## src/rtl/apb_req_arbiter.sv

```systemverilog
// Round-robin arbiter sharing one APB slave between NUM_REQ requesters.
// Runs SETUP/ACCESS, returns rdata/err, aborts hung accesses after TIMEOUT.
module apb_req_arbiter #(
  parameter int NUM_REQ = 2,
  parameter int ADDR_W  = 12,
  parameter int DATA_W  = 32,
  parameter int TIMEOUT = 16
) (
  input  logic                      clk,
  input  logic                      rst_b,
  input  logic [NUM_REQ-1:0]        req_valid,
  output logic [NUM_REQ-1:0]        req_ready,
  input  logic [NUM_REQ-1:0]        req_write,
  input  logic [NUM_REQ*ADDR_W-1:0] req_addr,
  input  logic [NUM_REQ*DATA_W-1:0] req_wdata,
  output logic [NUM_REQ-1:0]        rsp_valid,
  output logic [DATA_W-1:0]         rsp_rdata,
  output logic                      rsp_err,
  output logic                      psel,
  output logic                      penable,
  output logic                      pwrite,
  output logic [ADDR_W-1:0]         paddr,
  output logic [DATA_W-1:0]         pwdata,
  input  logic [DATA_W-1:0]         prdata,
  input  logic                      pready,
  input  logic                      pslverr
);

  localparam int IW = (NUM_REQ > 1) ? $clog2(NUM_REQ) : 1;
  localparam int TW = $clog2(TIMEOUT + 1);

  typedef enum logic [1:0] {
    IDLE,
    SETUP,
    ACCESS
  } state_e;

  state_e              state_q, state_d;
  logic [IW-1:0]       last_gnt_q, last_gnt_d;
  logic [TW-1:0]       tcnt_q, tcnt_d;
  logic                psel_q, psel_d;
  logic                penable_q, penable_d;
  logic                pwrite_q, pwrite_d;
  logic [ADDR_W-1:0]   paddr_q, paddr_d;
  logic [DATA_W-1:0]   pwdata_q, pwdata_d;
  logic [NUM_REQ-1:0]  rsp_valid_q, rsp_valid_d;
  logic [DATA_W-1:0]   rsp_rdata_q, rsp_rdata_d;
  logic                rsp_err_q, rsp_err_d;

  logic                arb_hit;
  logic [IW-1:0]       arb_idx;
  logic                xfer_done;
  logic                tmo;
  logic                arb_en;
  logic                accept;

  // Walk from furthest to nearest so the nearest hit after last_gnt wins.
  always_comb begin : arb
    int            idx;
    logic [IW-1:0] ix;
    idx     = 0;
    ix      = '0;
    arb_hit = 1'b0;
    arb_idx = '0;
    for (int k = NUM_REQ; k >= 1; k--) begin
      idx = (int'(last_gnt_q) + k) % NUM_REQ;
      ix  = IW'(idx);
      if (req_valid[ix]) begin
        arb_hit = 1'b1;
        arb_idx = ix;
      end
    end
  end

  assign xfer_done = (state_q == ACCESS) && pready;
  assign tmo       = (state_q == ACCESS) && !pready &&
                     (tcnt_q == TW'(TIMEOUT - 1));
  assign arb_en    = rst_b &&
                     ((state_q == IDLE) || xfer_done || tmo);
  assign accept    = arb_en && arb_hit;
  assign req_ready = accept ? (NUM_REQ'(1) << arb_idx) : '0;

  always_comb begin
    state_d     = state_q;
    last_gnt_d  = last_gnt_q;
    tcnt_d      = tcnt_q;
    psel_d      = psel_q;
    penable_d   = penable_q;
    pwrite_d    = pwrite_q;
    paddr_d     = paddr_q;
    pwdata_d    = pwdata_q;
    rsp_valid_d = '0;
    rsp_rdata_d = '0;
    rsp_err_d   = 1'b0;

    unique case (state_q)
      IDLE: begin
      end
      SETUP: begin
        state_d   = ACCESS;
        penable_d = 1'b1;
        tcnt_d    = '0;
      end
      ACCESS: begin
        if (xfer_done || tmo) begin
          rsp_valid_d = NUM_REQ'(1) << last_gnt_q;
          rsp_err_d   = xfer_done ? pslverr : 1'b1;
          if (xfer_done && !pwrite_q) begin
            rsp_rdata_d = prdata;
          end
          state_d   = IDLE;
          psel_d    = 1'b0;
          penable_d = 1'b0;
        end else begin
          tcnt_d = tcnt_q + 1'b1;
        end
      end
      default: begin
        state_d = IDLE;
      end
    endcase

    // A grant overrides the IDLE return of a completing access.
    if (accept) begin
      state_d    = SETUP;
      psel_d     = 1'b1;
      penable_d  = 1'b0;
      last_gnt_d = arb_idx;
      pwrite_d   = req_write[arb_idx];
      paddr_d    = req_addr[arb_idx*ADDR_W +: ADDR_W];
      pwdata_d   = req_wdata[arb_idx*DATA_W +: DATA_W];
    end
  end

  always_ff @(posedge clk or negedge rst_b) begin
    if (!rst_b) begin
      state_q     <= IDLE;
      last_gnt_q  <= IW'(NUM_REQ - 1);
      tcnt_q      <= '0;
      psel_q      <= 1'b0;
      penable_q   <= 1'b0;
      pwrite_q    <= 1'b0;
      paddr_q     <= '0;
      pwdata_q    <= '0;
      rsp_valid_q <= '0;
      rsp_rdata_q <= '0;
      rsp_err_q   <= 1'b0;
    end else begin
      state_q     <= state_d;
      last_gnt_q  <= last_gnt_d;
      tcnt_q      <= tcnt_d;
      psel_q      <= psel_d;
      penable_q   <= penable_d;
      pwrite_q    <= pwrite_d;
      paddr_q     <= paddr_d;
      pwdata_q    <= pwdata_d;
      rsp_valid_q <= rsp_valid_d;
      rsp_rdata_q <= rsp_rdata_d;
      rsp_err_q   <= rsp_err_d;
    end
  end

  assign psel      = psel_q;
  assign penable   = penable_q;
  assign pwrite    = pwrite_q;
  assign paddr     = paddr_q;
  assign pwdata    = pwdata_q;
  assign rsp_valid = rsp_valid_q;
  assign rsp_rdata = rsp_rdata_q;
  assign rsp_err   = rsp_err_q;

endmodule

```

## config.mk

```make
export PLATFORM = sky130hd
export DESIGN_NAME = apb_req_arbiter
export DESIGN_NICKNAME = d
export VERILOG_FILES = /design/src/rtl/apb_req_arbiter.sv
export SDC_FILE = /design/constraint.sdc
export NUM_CORES = 1
export LEC_CHECK = 0
export CORE_MARGIN = 5
export CORE_UTILIZATION = 35
export CTS_BUF_LIST = sky130_fd_sc_hd__clkbuf_16
export CTS_CLUSTER_DIAMETER = 120
export DETAILED_ROUTE_END_ITERATION = 12
export PLACE_DENSITY = 0.89
export SETUP_SLACK_MARGIN = 0.05
export SLEW_MARGIN = 30
export SYNTH_ARGS = -nofsm -noshare
export SYNTH_HDL_FRONTEND = slang
export SYNTH_SLANG_ARGS = --single-unit
```

## constraint.sdc

```tcl
create_clock -name clk -period 2.6 [get_ports clk]
set_input_delay 0.78 -clock clk [delete_from_list [all_inputs] [get_ports clk]]
set_output_delay 0.78 -clock clk [all_outputs]
set_load 0.01 [all_outputs]
```

==> metrics.csv <==
metric,value,unit
Routed WL per cell,16.43,um
Post-Synthesis Net Count,462,
final hold violations,0,
Syn Inst Count,332,
fin crit period,2.612,ns
filler instances,821,
Synth cell types,34,
CTS max path bufs,2,
critical setup path kind,flip-flop to output pin,
Crit-path slowest cell,dfrtp_1,
clock share of power,0.284,
largest net degree at the start of global routing,52,
WL final,11.45,mm
met2 Resource Use GR,0.3247,
Yosys top cell area share,0.5941,
cell internal pwr,3.201,mW
synthesized flop and latch total,90,
die height,113.5,um
clk sinks,90,
GRT Total Usage,0.1797,
CP Cell Sequence,ha_2 -> and3_4 -> ha_4 -> nor2_4 -> a211oi_4 -> and2_1 -> buf_2,
number of antenna violations at the first check in global routing,0,
outcome,finished with violations,
via-per-instance ratio,4.773,
global-route wire length before repair,18.16,mm
Vias,3327,
# nets final,686,
# IOs,212,
"area leader, netlist",dfrtp_1,
post-route cell area,0.006419,mm2
sequential fraction of the synthesis area,0.6011,
Detail Placement HPWL,9.000,mm
initial core utilization,0.3615,
ANT cells,0,
Final ANT Viol Nets,0,
placed cell area,0.006076,mm2
Net Sw Frac,0.2842,
Finish-stage setup viols,2,
"delay-heaviest family, CP",simple AND/OR/NAND/NOR gates,
Max Clk Rate,382.9,MHz
CTS Hold Bufs,0,
hold slack final,0.5026,ns
layout cell share with drive strength beyond 1,0.09447,
Seq pwr share,0.402,
critical path arrival,1.83,ns
total gr overflow,0,
CORE AREA,0.01037,mm2
"critical path fanouts, max",3,
CTS tree,yes,
Die W,113.5,um
crit path buf inv count,1,
fin crit share,1.005,
Setup Skew,0.007045,ns
failing checks,negative setup slack,
Post-Syn Area,0.003749,mm2
MaxCap Viol Count,0,
RSZ-0062 raised after global routing,yes,
post-route setup slack,-0.01187,ns
# DRC,0,
CP peak stage delay,0.35,ns
Pwr Density,696.7,mW/mm2
DIE AREA,0.01288,mm2
Buffers on Ports,211,
1st-pass router iterations,4,
peak supply drop,0.4216,mV
P_sw,1.271,mW
cell row count,37,
GP Congestion,0.8492,
multi-input combinational cell area,0.001420,mm2
R2R Setup Slk,0.34,ns
total CTS buffers,9,
Synth area leaders,"dfrtp_1, mux2i_1, a21oi_1",
worst slew pin tran,0.7779,ns
HP Class,input port to asynchronous set/reset pin,
clk slew on worst S/H paths,0.06,ns
Place WS,-0.5984,ns
Critical Path Start Type,flip-flop,
grt met1 use,0.1821,
Worst setup EP type,output pin,
synth warn,0,
Reg area,0.002253,mm2
initial drt markers,130,
max-slew violations,0,
gr busiest metal,met2,
WP data required,1.82,ns
GR Layer Usage met3,0.07851,
total chip power,4.472,mW
vias in the first global route,3640,
Leak,2.778,nW
Synth-to-Final Area Change,71.23,%
max_slew headroom,0.4814,
final core utilization,0.6190,
CTS Root Cell,clkbuf_16,
H-tree depth,3,
Clock Latency Late Sink,0.33,ns
"Avg Cell Area, Syn",11.29,um2
power share of the combinational group,0.314,
[sequential cells by signal, summed over array words and instances, names as in the netlist, 2 cells and up]
register	cells
paddr	12
pwdata	32
rsp_rdata	32
rsp_valid	2
state_q	2
tcnt_q	5
[worst paths after layout]
path / endpoint / from / depth (start not counted)
hold / removal: psel$_DFFE_PN0P_ / rst_b / 2
hold reg to reg: paddr[11]$_DFFE_PN0P_ / paddr[11]$_DFFE_PN0P_ / 2
min in group clk: paddr[11]$_DFFE_PN0P_ / paddr[11]$_DFFE_PN0P_ / 2
setup / recovery: req_ready[1] / tcnt_q[1]$_DFFE_PN0P_ / 7
max in group asynchronous: paddr[1]$_DFFE_PN0P_ / rst_b / 3
setup reg to reg: last_gnt_q$_DFFE_PN1P_ / tcnt_q[1]$_DFFE_PN0P_ / 8
[cell usage in the layout, fill, tap and decap left out, drive strengths merged, types with 2 or more instances in the layout]
cell and count:
a21oi 51, and2 33, buf 25, clkbuf 9
clkdlybuf4s50 205, clkinv 3, clkinvlp 2, dfrtp 89
dlygate4sd2 3, ha 2, inv 5, mux2i 47
nand2 8, nand3 3, nor2 51, nor3b 2
nor4 2, o21ai 3, o31ai 2
[cell type report]
cell class,instances,share of cell area
timing repair buffer,233,0.3532
sequential,90,0.3511
multi-input combinational,218,0.2212
clock buffer,9,0.03509
tap,136,0.02651
clock inverter,7,0.01053
inverter,4,0.002339
[stage by stage]
stage	std cells	TNS [ns]
after floorplan	332	0
after global placement	677	-6.453
after detailed placement	677	-8.868
after CTS	697	-0.03320
after global routing	697	-0.2273
final	697	-0.01630
[what timing repair did]
| action | in CTS | in global routing |
|---|---|---|
| gates resized for setup | 15 | 3 |
| pin swaps | 5 | 4 |
| setup endpoints to repair | 2 | 2 |
| buffers inserted | 4 | 0 |
[power groups by stage]
| stage | registers, mW | clock network (mW) | logic (mW) |
|---|---|---|---|
| 6_report | 1.80 | 1.27 | 1.40 |
| 5_1_grt | 1.83 | 1.36 | 1.52 |
| 2_1_floorplan | 1.92 | 0 | 0.442 |
| 3_5_place_dp | 1.83 | 0 | 1.40 |
| 4_1_cts | 1.80 | 1.31 | 1.42 |
| 3_3_place_gp | 1.81 | 0 | 1.36 |
[logic make-up after synthesis]
group	after synthesis	synth area share
buffers and inverters	24	0.03438
adder cells (fa/ha/maj)	2	0.006675
multiplexers	48	0.1285
flip-flops	90	0.6011
AO/OA/AOI/OAI	62	0.09045
AND/OR/NAND/NOR	106	0.1389
[cells in the mapped netlist]
cell type	count
a22o_1	1
mux2_2	1
o31ai_1	2
buf_6	2
nand4_1	1
buf_2	10
nor4_1	2
mux2i_1	47
nor2b_1	1
nor2_4	1
a21oi_1	51
nor2_1	50
a32o_1	1
nand2b_1	1
or2_2	1
clkbuf_1	4
buf_1	1
a21boi_1	1
nor3b_1	2
a211oi_2	1
o22ai_1	1
dfrtp_1	89
nor3_1	1
and2_1	33
and3_1	1
ha_1	2
nand3_1	3
o21ai_0	3
a31o_2	1
buf_4	3
or3_1	1
inv_1	4
dfstp_2	1
nand2_1	8
[metal layers]
metal / vias to the layer above / wire length [um]
li1: 1575 / -
met1: 1575 / 4020
met2: 164 / 5996
met3: 13 / 1262
met4: 0 / 173
met5: - / 0
(Power assumes the default switching activity.)
